`src/rtl/level_seq_pkg.sv`:
```
// rtl/level_seq_pkg.sv - shared state encoding, banner colours and led field positions for level_sequencer
package level_seq_pkg;

    typedef enum logic [2:0] {
        ST_IDLE        = 3'd0,
        ST_LOAD        = 3'd1,
        ST_PLAY        = 3'd2,
        ST_WIN_BANNER  = 3'd3,
        ST_LOSE_BANNER = 3'd4,
        ST_VICTORY     = 3'd5,
        ST_GAME_OVER   = 3'd6
    } level_seq_state_t;

    // Colours packed as {red, green, blue}, one nibble each.
    localparam logic [11:0] TITLE_RGB = 12'h00F;
    localparam logic [11:0] WIN_RGB   = 12'h0F0;
    localparam logic [11:0] LOSE_RGB  = 12'hF00;

    localparam int LED_LEVEL_LSB = 0;
    localparam int LED_LIVES_LSB = 4;
    localparam int LED_VICTORY   = 8;
    localparam int LED_GAME_OVER = 9;

endpackage

```
`src/rtl/button_edge_sync.sv`:
```
// rtl/button_edge_sync.sv - two-flop synchronizer plus rising-edge detector for a raw push button
module button_edge_sync (
    input  logic vga_clock,
    input  logic reset,
    input  logic button,
    output logic pulse
);

    logic sync_0;
    logic sync_1;
    logic sync_prev;

    // Resynchronize the button and remember the previous synchronized level.
    always_ff @(posedge vga_clock) begin
        if (!reset) begin
            sync_0    <= 1'b0;
            sync_1    <= 1'b0;
            sync_prev <= 1'b0;
        end else begin
            sync_0    <= button;
            sync_1    <= sync_0;
            sync_prev <= sync_1;
        end
    end

    assign pulse = sync_1 & ~sync_prev;

endmodule

```
`src/rtl/level_sequencer.sv`:
```
// rtl/level_sequencer.sv - game flow controller owning level resets and VGA colour mux; LEVEL_SEQ_LIVES_EN enables the lives counter
module level_sequencer
    import level_seq_pkg::*;
#(
    parameter int NUM_LEVELS    = 3,
    parameter int LIVES         = 3,
    parameter int BANNER_CYCLES = 50_000_000,
    parameter int ARM_CYCLES    = 4
) (
    input  logic                    vga_clock,
    input  logic                    reset,
    input  logic                    start_button,
    input  logic                    display_enable,
    input  logic [NUM_LEVELS-1:0]   level_win,
    input  logic [NUM_LEVELS-1:0]   level_lose,
    input  logic [NUM_LEVELS*4-1:0] level_red,
    input  logic [NUM_LEVELS*4-1:0] level_green,
    input  logic [NUM_LEVELS*4-1:0] level_blue,
    output logic [NUM_LEVELS-1:0]   level_reset,
    output logic [3:0]              vga_red,
    output logic [3:0]              vga_green,
    output logic [3:0]              vga_blue,
    output logic [3:0]              current_level,
    output logic [9:0]              leds
);

    localparam int BANNER_W = $clog2(BANNER_CYCLES);
    localparam int ARM_W    = $clog2(ARM_CYCLES + 1);
    localparam logic [BANNER_W-1:0] BANNER_LOAD = BANNER_W'(BANNER_CYCLES - 1);
    localparam logic [ARM_W-1:0]    ARM_LOAD    = ARM_W'(ARM_CYCLES);
    localparam logic [3:0]          LAST_LEVEL  = 4'(NUM_LEVELS - 1);

    level_seq_state_t state;
    level_seq_state_t next_state;

    logic                start_pulse;
    logic                load_phase;
    logic [ARM_W-1:0]    arm_count;
    logic [BANNER_W-1:0] banner_count;
    logic                win_sel;
    logic                lose_sel;
    logic                out_of_lives;
    logic [3:0]          lives_field;
    logic [11:0]         level_rgb;
    logic [11:0]         mux_rgb;

    button_edge_sync u_start_sync (
        .vga_clock (vga_clock),
        .reset     (reset),
        .button    (start_button),
        .pulse     (start_pulse)
    );

`ifdef LEVEL_SEQ_LIVES_EN
    logic [3:0] lives;

    // Lives refill whenever the game returns to the title and drop by one on each lose banner exit.
    always_ff @(posedge vga_clock) begin
        if (!reset) begin
            lives <= 4'(LIVES);
        end else if (next_state == ST_IDLE) begin
            lives <= 4'(LIVES);
        end else if (state == ST_LOSE_BANNER && banner_count == '0 && lives != 4'd0) begin
            lives <= lives - 4'd1;
        end
    end

    assign out_of_lives = (lives <= 4'd1);
    assign lives_field  = lives;
`else
    assign out_of_lives = 1'b1;
    assign lives_field  = 4'd0;
`endif

    // State register.
    always_ff @(posedge vga_clock) begin
        if (!reset) begin
            state <= ST_IDLE;
        end else begin
            state <= next_state;
        end
    end

    // Level index, two-cycle load phase, arm and banner timers.
    always_ff @(posedge vga_clock) begin
        if (!reset) begin
            current_level <= 4'd0;
            load_phase    <= 1'b0;
            arm_count     <= '0;
            banner_count  <= '0;
        end else begin
            load_phase <= (state == ST_LOAD) && !load_phase;

            if (state != ST_PLAY) begin
                arm_count <= ARM_LOAD;
            end else if (arm_count != '0) begin
                arm_count <= arm_count - 1'b1;
            end

            if (state != ST_WIN_BANNER && state != ST_LOSE_BANNER) begin
                banner_count <= BANNER_LOAD;
            end else if (banner_count != '0) begin
                banner_count <= banner_count - 1'b1;
            end

            if (next_state == ST_IDLE) begin
                current_level <= 4'd0;
            end else if (state == ST_WIN_BANNER && next_state == ST_LOAD) begin
                current_level <= current_level + 4'd1;
            end
        end
    end

    // Next-state logic; only the selected level's flags matter and win beats lose.
    always_comb begin
        next_state = state;
        case (state)
            ST_IDLE:        if (start_pulse) next_state = ST_LOAD;
            ST_LOAD:        if (load_phase) next_state = ST_PLAY;
            ST_PLAY: begin
                if (arm_count == '0) begin
                    if (win_sel) begin
                        next_state = ST_WIN_BANNER;
                    end else if (lose_sel) begin
                        next_state = ST_LOSE_BANNER;
                    end
                end
            end
            ST_WIN_BANNER: begin
                if (banner_count == '0) begin
                    next_state = (current_level == LAST_LEVEL) ? ST_VICTORY : ST_LOAD;
                end
            end
            ST_LOSE_BANNER: begin
                if (banner_count == '0) begin
                    next_state = out_of_lives ? ST_GAME_OVER : ST_LOAD;
                end
            end
            ST_VICTORY,
            ST_GAME_OVER:   if (start_pulse) next_state = ST_IDLE;
            default:        next_state = ST_IDLE;
        endcase
    end

    // Outputs: level select, level resets, colour mux and status leds, all from registered state.
    always_comb begin
        level_reset = '0;
        win_sel     = 1'b0;
        lose_sel    = 1'b0;
        level_rgb   = 12'h000;
        for (int i = 0; i < NUM_LEVELS; i++) begin
            if (current_level == 4'(i)) begin
                win_sel   = level_win[i];
                lose_sel  = level_lose[i];
                level_rgb = {level_red[i*4 +: 4], level_green[i*4 +: 4], level_blue[i*4 +: 4]};
                if (state == ST_PLAY) begin
                    level_reset[i] = 1'b1;
                end
            end
        end

        case (state)
            ST_PLAY:                      mux_rgb = level_rgb;
            ST_IDLE:                      mux_rgb = TITLE_RGB;
            ST_WIN_BANNER, ST_VICTORY:    mux_rgb = WIN_RGB;
            ST_LOSE_BANNER, ST_GAME_OVER: mux_rgb = LOSE_RGB;
            default:                      mux_rgb = 12'h000;
        endcase
        if (!display_enable) begin
            mux_rgb = 12'h000;
        end
        {vga_red, vga_green, vga_blue} = mux_rgb;

        leds                        = '0;
        leds[LED_LEVEL_LSB +: 4]    = current_level;
        leds[LED_LIVES_LSB +: 4]    = lives_field;
        leds[LED_VICTORY]           = (state == ST_VICTORY);
        leds[LED_GAME_OVER]         = (state == ST_GAME_OVER);
    end

endmodule

```
`config.mk`:
```
export PLATFORM = sky130hd
export DESIGN_NAME = level_sequencer
export DESIGN_NICKNAME = d
export VERILOG_FILES = /design/src/rtl/level_seq_pkg.sv /design/src/rtl/button_edge_sync.sv /design/src/rtl/level_sequencer.sv
export SDC_FILE = /design/constraint.sdc
export NUM_CORES = 1
export LEC_CHECK = 0
export ABC_AREA = 1
export CORE_ASPECT_RATIO = 1.1
export CORE_MARGIN = 5
export CORE_UTILIZATION = 28
export DETAILED_ROUTE_END_ITERATION = 10
export GPL_ROUTABILITY_DRIVEN = 0
export GPL_TIMING_DRIVEN = 1
export PLACE_DENSITY = 0.6
export SLEW_MARGIN = 40
export SYNTH_ARGS = -nofsm -noshare
export SYNTH_HDL_FRONTEND = slang
export SYNTH_SLANG_ARGS = --single-unit
```
`constraint.sdc`:
```
create_clock -name vga_clock -period 2.5 [get_ports vga_clock]
set_input_delay 0.75 -clock vga_clock [delete_from_list [all_inputs] [get_ports vga_clock]]
set_output_delay 0.75 -clock vga_clock [all_outputs]
set_load 0.005 [all_outputs]
```
==> reports/metrics.cfg, run 1 <==
[worst_setup_path]
slowest_stage = dfxtp_4
endpoint_kind = output port
cp_cell_sequence = inv_4 -> ha_4 -> inv_4 -> nor2_4 -> buf_6 -> buf_6 -> nand2_2 -> a31oi_1 -> o21ai_1 -> a21oi_1 -> buf_2
reg2reg_depth = 14
cp_data_required_time_ps = 1750
slowest_delay_ps = 360
crit_fanout = 4
r2r_slack_ps = 590
timing.rr.end = current_level[0]$_SDFFE_PP0P_
worstSetupPathType = flop to output port
r2r_start = current_level[1]$_SDFFE_PP0P_
start_kind = flop
critPathArrivalTime_ps = 1720

[clock_tree]
cts_root_buffer = clkbuf_16
cts_max_level = 2
cts_hold_buffers = 0
cts_tree = done
clock_sinks = 40
clk-insertion-delay-late_ps = 280
path_clk_slew_ps = 60
cts_inserted_buffers = 5
cts_buffer_depth = 2

[synth]
synthesis.area_um2 = 2920
ys_types = 38
syn_area_per_cell_um2 = 6.55
ys.warnings.count = 0
synth_top_area_share = 0.275
synth_top_family_by_area = simple AND/OR/NAND/NOR gates
ys_ff_latch = 40
synth_edf_count = 0
synthArstFlopShare = 0
synth-compound-area-share = 0.127
ys_seq_area_frac = 0.275
synthSimpleGateAreaFrac = 0.408
synth_area_leader_cell = dfxtp_1
synth_xor_area_frac = 0.0360
ys.flop_type = dfxtp_1
synth_mux_area_frac = 0
synthTopCellsByArea = dfxtp_1, nand2_1, nor2_1
synthCells = 445
synth_adder_area_share = 0.0386

[job]
drv_cap = 0

[power]
leakagePower_nw = 2.04
power.density_nw_per_um2 = 345
total_power_w = 0.00147
ir_drop_mv = 0.298

[floorplanning]
num_io_pins = 75
die_h_um = 117
row_count = 39
die_x_um = 107
die-area_um2 = 12600
start_util = 0.283
core_um2 = 10300

[cells_and_area]
diodes = 0
nFillCells = 1053
multi_input_comb_area_um2 = 1920
area_growth_pct = 45.9
nets = 596
drive_gt1_frac = 0.238
finalInstanceArea_um2 = 4260
layout_commonest_cell = nand2_1
post-route-util = 0.413
seq_area_um2 = 813
final_cell_mix = nand2_1, nor2_1, inv_1

[hold_path]
hp-start = u_start_sync.sync_0$_SDFF_PN0_
holdPathEnd = u_start_sync.sync_1$_SDFF_PN0_
hp-class = flop to flop
min_path_cells = 2

[drt]
first_pass_iters = 4
drt-total-wl_mm = 8.61
drt_iter0_drc = 210
vias_per_cell = 4.56
vias = 3122
wl_per_cell_um = 12.6
ant_nets = 0
drc_errors = 0

[place]
hpwl_mm = 6.60
preCtsSetupSlack_ps = -461
portBuffers = 70
postPlaceCellArea_um2 = 3920

[global_route]
grt_max_degree = 18
grt_pass1_wl_mm = 14.1
grt_pass1_vias = 3068
overflow = 0
antenna_found_initial = 0
grtUsageTotal = 0.137

[sta]
finalSetupTns_ps = 0
final_max_slew_viol_count = 0
rsz0062_at_grt = true
setup_slack_ps = 25.6
fin_skew_ps = 4.96
finalHoldViolations = 0
timing.final.crit_share = 0.990
fmax_mhz = 404
setup_viol = 0
min_period_ps = 2470

[status]
status = completed

## synthesized netlist by cell type, types with 4 or more instances
master    number
inv_1         50
nand2_2        9
clkbuf_1       6
nor2_4         7
dfxtp_1       40
nor2_2         8
ha_1           9
nor2_1        68
a21oi_1       23
inv_2          8
or2_2          4
o21ai_0       14
o211ai_1       6
buf_4          8
xor2_1        10
nand4_1        6
nor3_1         5
nand2_1       79
a31oi_1       11
nand3_1       42
## metal layers
| layer | vias to the layer above | routed length, µm | GRT usage |
|---|---|---|---|
| met1 | 1413 | 3860 | 0.157 |
| met2 | 79 | 4100 | 0.256 |
| met3 | 9 | 525 | 0.0263 |
| li1 | 1621 | - | - |
| met5 | - | 0 | 0 |
| met4 | 0 | 127 | 0.0409 |
## area by class of cell
cell class                 instances  share of cell area
multi-input combinational        330               0.452
timing repair buffer             104               0.225
sequential                        40               0.191
inverter                          59              0.0564
tap                              143              0.0420
clock buffer                       6              0.0303
timing repair inverter             1             0.00176
clock inverter                     1             0.00118
## power by group
part           switching, W  internal, W
Sequential        0.0000193     0.000656
Clock              0.000233     0.000362
Combinational     0.0000963     0.000103
Total              0.000348      0.00112
## worst max-delay path: cells and delay by family (launching register included)
family	cells	cell delay, ps
buffers and inverters	5	460
adders and majority gates	1	140
DFF	1	360
AOI/OAI and AO/OA	3	380
and+or+nand+nor	2	100
## worst max path at each step
stage	to	slack, ps	depth (start not counted)	start
final	vga_red[1]	30	11	current_level[1]$_SDFFE_PP0P_
after global routing	vga_red[1]	-60	11	current_level[1]$_SDFFE_PP0P_
after global placement	vga_red[2]	-440	6	level_red[2]
after detailed placement	vga_red[2]	-460	6	level_red[2]
after CTS	vga_red[2]	-40	11	current_level[1]$_SDFFE_PP0P_
after floorplan	vga_blue[0]	230	8	current_level[1]$_SDFFE_PP0P_
## what timing repair did
item,in CTS,in global routing
resized for setup,82,39
buffers inserted,7,2
pin swaps,14,28
endpoints found under the setup margin,15,13
gates cloned,0,1
## metrics by stage
| stage | instances | hold slack, ps |
|---|---|---|
| 2_1_floorplan | 448 | 390 |
| 3_3_place_gp | 668 | 395 |
| 3_5_place_dp | 668 | 410 |
| 4_1_cts | 682 | 424 |
| 5_1_grt | 684 | 456 |
| 6_report | 684 | 417 |
## cells by family after synthesis
| kind of cell | after synthesis |
|---|---|
| AO/OA/AOI/OAI | 63 |
| adder cells (fa/ha/maj) | 9 |
| other | 1 |
| XOR/XNOR | 12 |
| AND/OR/NAND/NOR | 242 |
| buffers and inverters | 78 |
| flip-flops | 40 |
## flip-flops by register name, indices dropped and copies added, names as in the netlist
signal / count
u_start_sync.sync_1: 1
u_start_sync.sync_0: 1
state: 3
u_start_sync.sync_prev: 1
banner_count: 26
current_level: 4
load_phase: 1
arm_count: 3
Power figures use the tool's default switching activity.
==> inputs of run 2 (changes only) <==
--- a/config.mk
+++ b/config.mk
@@ -7,7 +7,7 @@
 export LEC_CHECK = 0
 export ABC_AREA = 1
 export CORE_ASPECT_RATIO = 1.1
-export CORE_MARGIN = 5
+export CORE_MARGIN = 10
 export CORE_UTILIZATION = 28
 export DETAILED_ROUTE_END_ITERATION = 10
 export GPL_ROUTABILITY_DRIVEN = 0
==> run 2 against run 1 <==
The flow now finishes with violations (setup timing). Hold slack got worse by 4.4 ps. First-iteration DRC count fell by 21%. Clock skew rose by 5.9 ps. Via count barely moved. Critical path depth fell by 5. Critical endpoint is now vga_red[2].
==> reports/metrics.cfg, run 2 (synthesis gave the netlist of run 1 again) <==
[drt]
ant_nets = 0
vias = 3124
drt_iter0_drc = 165
wl_per_cell_um = 13.4
first_pass_iters = 4
drc_errors = 0
drt-total-wl_mm = 9.24
vias_per_cell = 4.53

[worst_setup_path]
endpoint_kind = output port
slowest_delay_ps = 460
worst-path-buf-inv = 2
r2r_start = current_level[1]$_SDFFE_PP0P_
critical_path.top_delay_family = buffers and inverters
crit_fanout = 1
worstSetupPathType = input pin to output port
timing.rr.end = current_level[3]$_SDFFE_PP0P_
start_kind = input pin
cp.depth = 6
cp_cell_sequence = clkdlybuf4s50_1 -> nand2_1 -> a31oi_4 -> o21ai_1 -> a21oi_1 -> buf_2
slowest_stage = clkdlybuf4s50_1
reg2reg_depth = 15
r2r_slack_ps = 490
cp_data_required_time_ps = 1750
critPathArrivalTime_ps = 1830

[place]
hpwl_mm = 6.99
numPlacedInstances = 669
postPlaceCellArea_um2 = 3900
portBuffers = 70

[floorplanning]
die-area_um2 = 14900
die_x_um = 117
row_count = 39
die_h_um = 127
core_um2 = 10300
num_io_pins = 75
start_util = 0.283

[sta]
min_period_ps = 2580
setup_viol = 4
fin_skew_ps = 10.8
rsz0062_at_grt = true
setup_slack_ps = -79.3
hold_slack_ps = 412
fmax_mhz = 388
finalHoldViolations = 0
final_max_slew_viol_count = 0
finalSetupTns_ps = -113
timing.final.crit_share = 1.03

[status]
violations = setup timing
status = finished with violations

[global_route]
grt_pass1_wl_mm = 14.7
overflow = 0
grt_pass1_vias = 3035
grt_max_degree = 18
grtUsageTotal = 0.116
antenna_found_initial = 0

[hold_path]
holdPathEnd = u_start_sync.sync_1$_SDFF_PN0_
hp-class = flop to flop
min_path_cells = 2
hp-start = u_start_sync.sync_0$_SDFF_PN0_

[clock_tree]
cts_tree = done
clk-insertion-delay-late_ps = 280
clock_sinks = 40
cts_hold_buffers = 0
cts_inserted_buffers = 5
cts_max_level = 2
path_clk_slew_ps = 60
cts_buffer_depth = 2
cts_root_buffer = clkbuf_16

[power]
ir_drop_mv = 0.245
leakagePower_nw = 2.12
power.density_nw_per_um2 = 343

[job]
drv_cap = 0

[cells_and_area]
finalInstanceArea_um2 = 4380
fin_cells = 689
final_cell_mix = nand2_1, nor2_1, inv_1
nFillCells = 1038
layout_commonest_cell = nand2_1
nets = 600
diodes = 0
area_growth_pct = 50.1
top_register = banner_count
reg.largest.list = banner_count (26), current_level (4)
drive_gt1_frac = 0.267
largest_register_ffs = 26

[run 2: cell count changes in the layout (fill, tap and decap cells not counted), moves of 2 or more]
cell             change
nand3_2             +10
buf_6                +2
dfxtp_1              +2
dlygate4sd2_1        -3
clkinvlp_4           -2
nand3_1             -10
dlymetal6s2s_1       -2
nand2_4              +3
clkdlybuf4s50_1      +5
buf_4                +2
nand2_1              -2
[run 2: tightest hold or removal path, delay by kind of cell, from the launching register on]
| kind | cells | cell delay (ps) |
|---|---|---|
| flip-flops | 1 | 300 |
| buffers and inverters | 1 | 40 |
| AND/OR/NAND/NOR | 1 | 40 |
[run 2: what timing repair did]
action | 4_1_cts | 5_1_grt
setup endpoints to repair | 15 | 14
resized for setup | 63 | 73
setup buffers | 6 | 5
gates cloned | 0 | 1
pin swaps | 11 | 34
[run 2: per-layer routing]
layer | global-route usage | vias up | wire length, µm
li1 | - | 1627 | -
met1 | 0.143 | 1410 | 4200
met2 | 0.206 | 81 | 4590
met3 | 0.0233 | 6 | 396
met4 | 0.0199 | 0 | 57
met5 | 0 | - | 0
[run 2: report_power, final]
part | leakage, nW | switching [W] | internal [W]
logic | 1.71 | 0.0000982 | 0.000107
registers | 0.332 | 0.0000196 | 0.000657
clock network | 0.0736 | 0.000250 | 0.000367
total | 2.12 | 0.000368 | 0.00113
[run 2: worst max path at each step]
stage | start | endpoint | slack [ps]
2_1_floorplan | current_level[1]$_SDFFE_PP0P_ | vga_blue[0] | 230
3_3_place_gp | level_red[6] | vga_red[2] | -510
3_5_place_dp | level_red[6] | vga_red[2] | -510
4_1_cts | level_red[2] | vga_red[2] | -210
5_1_grt | level_red[6] | vga_red[2] | -140
6_report | level_red[6] | vga_red[2] | -80
[run 2: layout make-up]
type | instances | area [µm²] | area share
inverters | 59 | 234 | 0.0535
well taps | 143 | 179 | 0.0409
flip-flops and latches | 40 | 808 | 0.185
clock inverters | 3 | 18.8 | 0.00429
multi-input cells | 330 | 2000 | 0.457
clock buffers | 5 | 125 | 0.0286
repair buffers | 109 | 1010 | 0.231
[run 2: per-stage QoR]
| step | worst slack [ps] | power [W] | util |
|---|---|---|---|
| 2_1_floorplan | 231 | 0.000791 | - |
| 3_3_place_gp | -514 | 0.000892 | 0.379 |
| 3_5_place_dp | -512 | 0.000896 | 0.379 |
| 4_1_cts | -205 | 0.00153 | 0.400 |
| 5_1_grt | -137 | 0.00158 | 0.425 |
| 6_report | -79.3 | 0.00150 | 0.425 |
==> inputs of run 3 (changes only) <==
--- a/config.mk
+++ b/config.mk
@@ -8,11 +8,11 @@
 export ABC_AREA = 1
 export CORE_ASPECT_RATIO = 1.1
 export CORE_MARGIN = 10
-export CORE_UTILIZATION = 28
+export CORE_UTILIZATION = 30
 export DETAILED_ROUTE_END_ITERATION = 10
 export GPL_ROUTABILITY_DRIVEN = 0
 export GPL_TIMING_DRIVEN = 1
-export PLACE_DENSITY = 0.6
+export PLACE_DENSITY = 0.63
 export SLEW_MARGIN = 40
 export SYNTH_ARGS = -nofsm -noshare
 export SYNTH_HDL_FRONTEND = slang
==> constraint.sdc (replaced) <==
create_clock -name vga_clock -period 3.24 [get_ports vga_clock]
set_input_delay 0.972 -clock vga_clock [delete_from_list [all_inputs] [get_ports vga_clock]]
set_output_delay 0.972 -clock vga_clock [all_outputs]
set_load 0.005 [all_outputs]
==> run 3 against run 2 <==
Hold slack improved by 5.4 ps. Highest routed layer unchanged. Via count fell by 3.9%. Routed wire length is 8.4% lower. Largest power group unchanged. Clock power decreased by 42%. Design area shrank 13%. Combinational power down 24%. Critical path depth down 1. Sequential share of layout area is 2.5 points higher. The run now ends clean. Non-clock buffer count fell by 29. Register-to-register slack improved by 570 ps. Cell count shrank 8.1%.
==> reports/metrics.cfg, run 3 (synthesis gave the netlist of run 1 again) <==
[clock_tree]
cts_inserted_buffers = 5
path_clk_slew_ps = 70
cts_root_buffer = clkbuf_8
cts_tree = done
cts_buffer_depth = 2
clk-insertion-delay-late_ps = 290
clock_sinks = 40
cts_max_level = 2

[sta]
finalSetupTns_ps = 0
min_period_ps = 3130
rsz0062_at_grt = true
final_max_slew_viol_count = 0
setup_viol = 0
fmax_mhz = 320
timing.final.crit_share = 0.965
fin_skew_ps = 5.94
finalHoldViolations = 0

[drt]
ant_nets = 0
drt-total-wl_mm = 8.46
vias = 3003
vias_per_cell = 4.74
first_pass_iters = 4
drc_errors = 0
drt_iter0_drc = 201
wl_per_cell_um = 13.4

[floorplanning]
row_count = 37
die_x_um = 114
die-area_um2 = 14100
start_util = 0.309
num_io_pins = 75
core_um2 = 9440
die_h_um = 123

[cells_and_area]
diodes = 0
area_growth_pct = 31.0
nets = 571
layout_commonest_cell = nand2_1
finalInstanceArea_um2 = 3820
fin_cells = 633
top_register = banner_count
final_cell_mix = nand2_1, nor2_1, clkdlybuf4s50_1
drive_gt1_frac = 0.130
largest_register_ffs = 26
reg.largest.list = banner_count (26), current_level (4)

[power]
total_power_w = 0.00103
pwr-share-seq = 0.505
pwr-share-comb = 0.150
leakagePower_nw = 1.73
p_sw_frac = 0.244
ir_drop_mv = 0.142
power.density_nw_per_um2 = 270
p_sw_w = 0.000253
pwr-share-clk = 0.345
power.internal_w = 0.000781

[place]
numPlacedInstances = 626
hpwl_mm = 6.62
portBuffers = 70
postPlaceCellArea_um2 = 3740

[worst_setup_path]
endpoint_kind = output port
reg2reg_depth = 15
start_kind = input pin
worstSetupPathType = input pin to output port
critPathArrivalTime_ps = 2150
cp_data_required_time_ps = 2270
crit_fanout = 1

[global_route]
grtUsageTotal = 0.120
grt_pass1_wl_mm = 14.3
overflow = 0
grt_max_degree = 24
antenna_found_initial = 0
grt_pass1_vias = 2882

[hold_path]
hp-class = flop to flop
min_path_cells = 2

[status]
status = completed

[job]
drv_cap = 0

-- run 3: metal layers --
layer,track usage,up-vias,share of wire
met3,0.0291,5,0.076
met4,0.0212,0,0.0067
met2,0.203,95,0.44
met1,0.152,1345,0.48
met5,0,-,0
li1,-,1558,-
-- run 3: layout make-up --
type / count / area, µm²
well taps: 117 / 146
clock buffers: 7 / 96.3
multi-input cells: 330 / 1800
inverters: 59 / 225
repair buffers: 80 / 757
fillers: 1034 / 5620
flip-flops and latches: 40 / 801
-- run 3: stage by stage --
stage,hold WS [ps],setup slack [ps],util
3_5_place_dp,402,-156,0.396
5_1_grt,445,-14.9,0.405
6_report,418,115,0.405
2_1_floorplan,390,749,-
4_1_cts,421,109,0.405
3_3_place_gp,392,-159,0.396
-- run 3: worst paths after layout --
kind,from,end,slack (ps)
hold / removal,u_start_sync.sync_0$_SDFF_PN0_,u_start_sync.sync_1$_SDFF_PN0_,420
setup / recovery,level_green[10],vga_green[2],110
setup reg to reg,current_level[0]$_SDFFE_PP0P_,current_level[3]$_SDFFE_PP0P_,1060
hold reg to reg,u_start_sync.sync_0$_SDFF_PN0_,u_start_sync.sync_1$_SDFF_PN0_,420
-- run 3: power groups by stage --
stage	Sequential (W)	Combinational (W)	Clock, W
floorplan	0.000530	0.0000808	0
global placement	0.000533	0.000155	0
detailed placement	0.000533	0.000157	0
CTS	0.000522	0.000155	0.000369
global route	0.000524	0.000174	0.000386
finish	0.000522	0.000155	0.000357
-- run 3: critical path, cell delays in order --
cell	delay, ps
clkdlybuf4s50_1	390
or2_2	290
a31oi_1	170
nor2_1	50
dlygate4sd2_1	290
-- run 3: what timing repair did --
action	4_1_cts	5_1_grt
pin swaps	0	1
endpoints found under the setup margin	12	2
gates resized for setup	13	3
buffers inserted	0	0
hold endpoints to repair	0	0
hold buffers	0	0
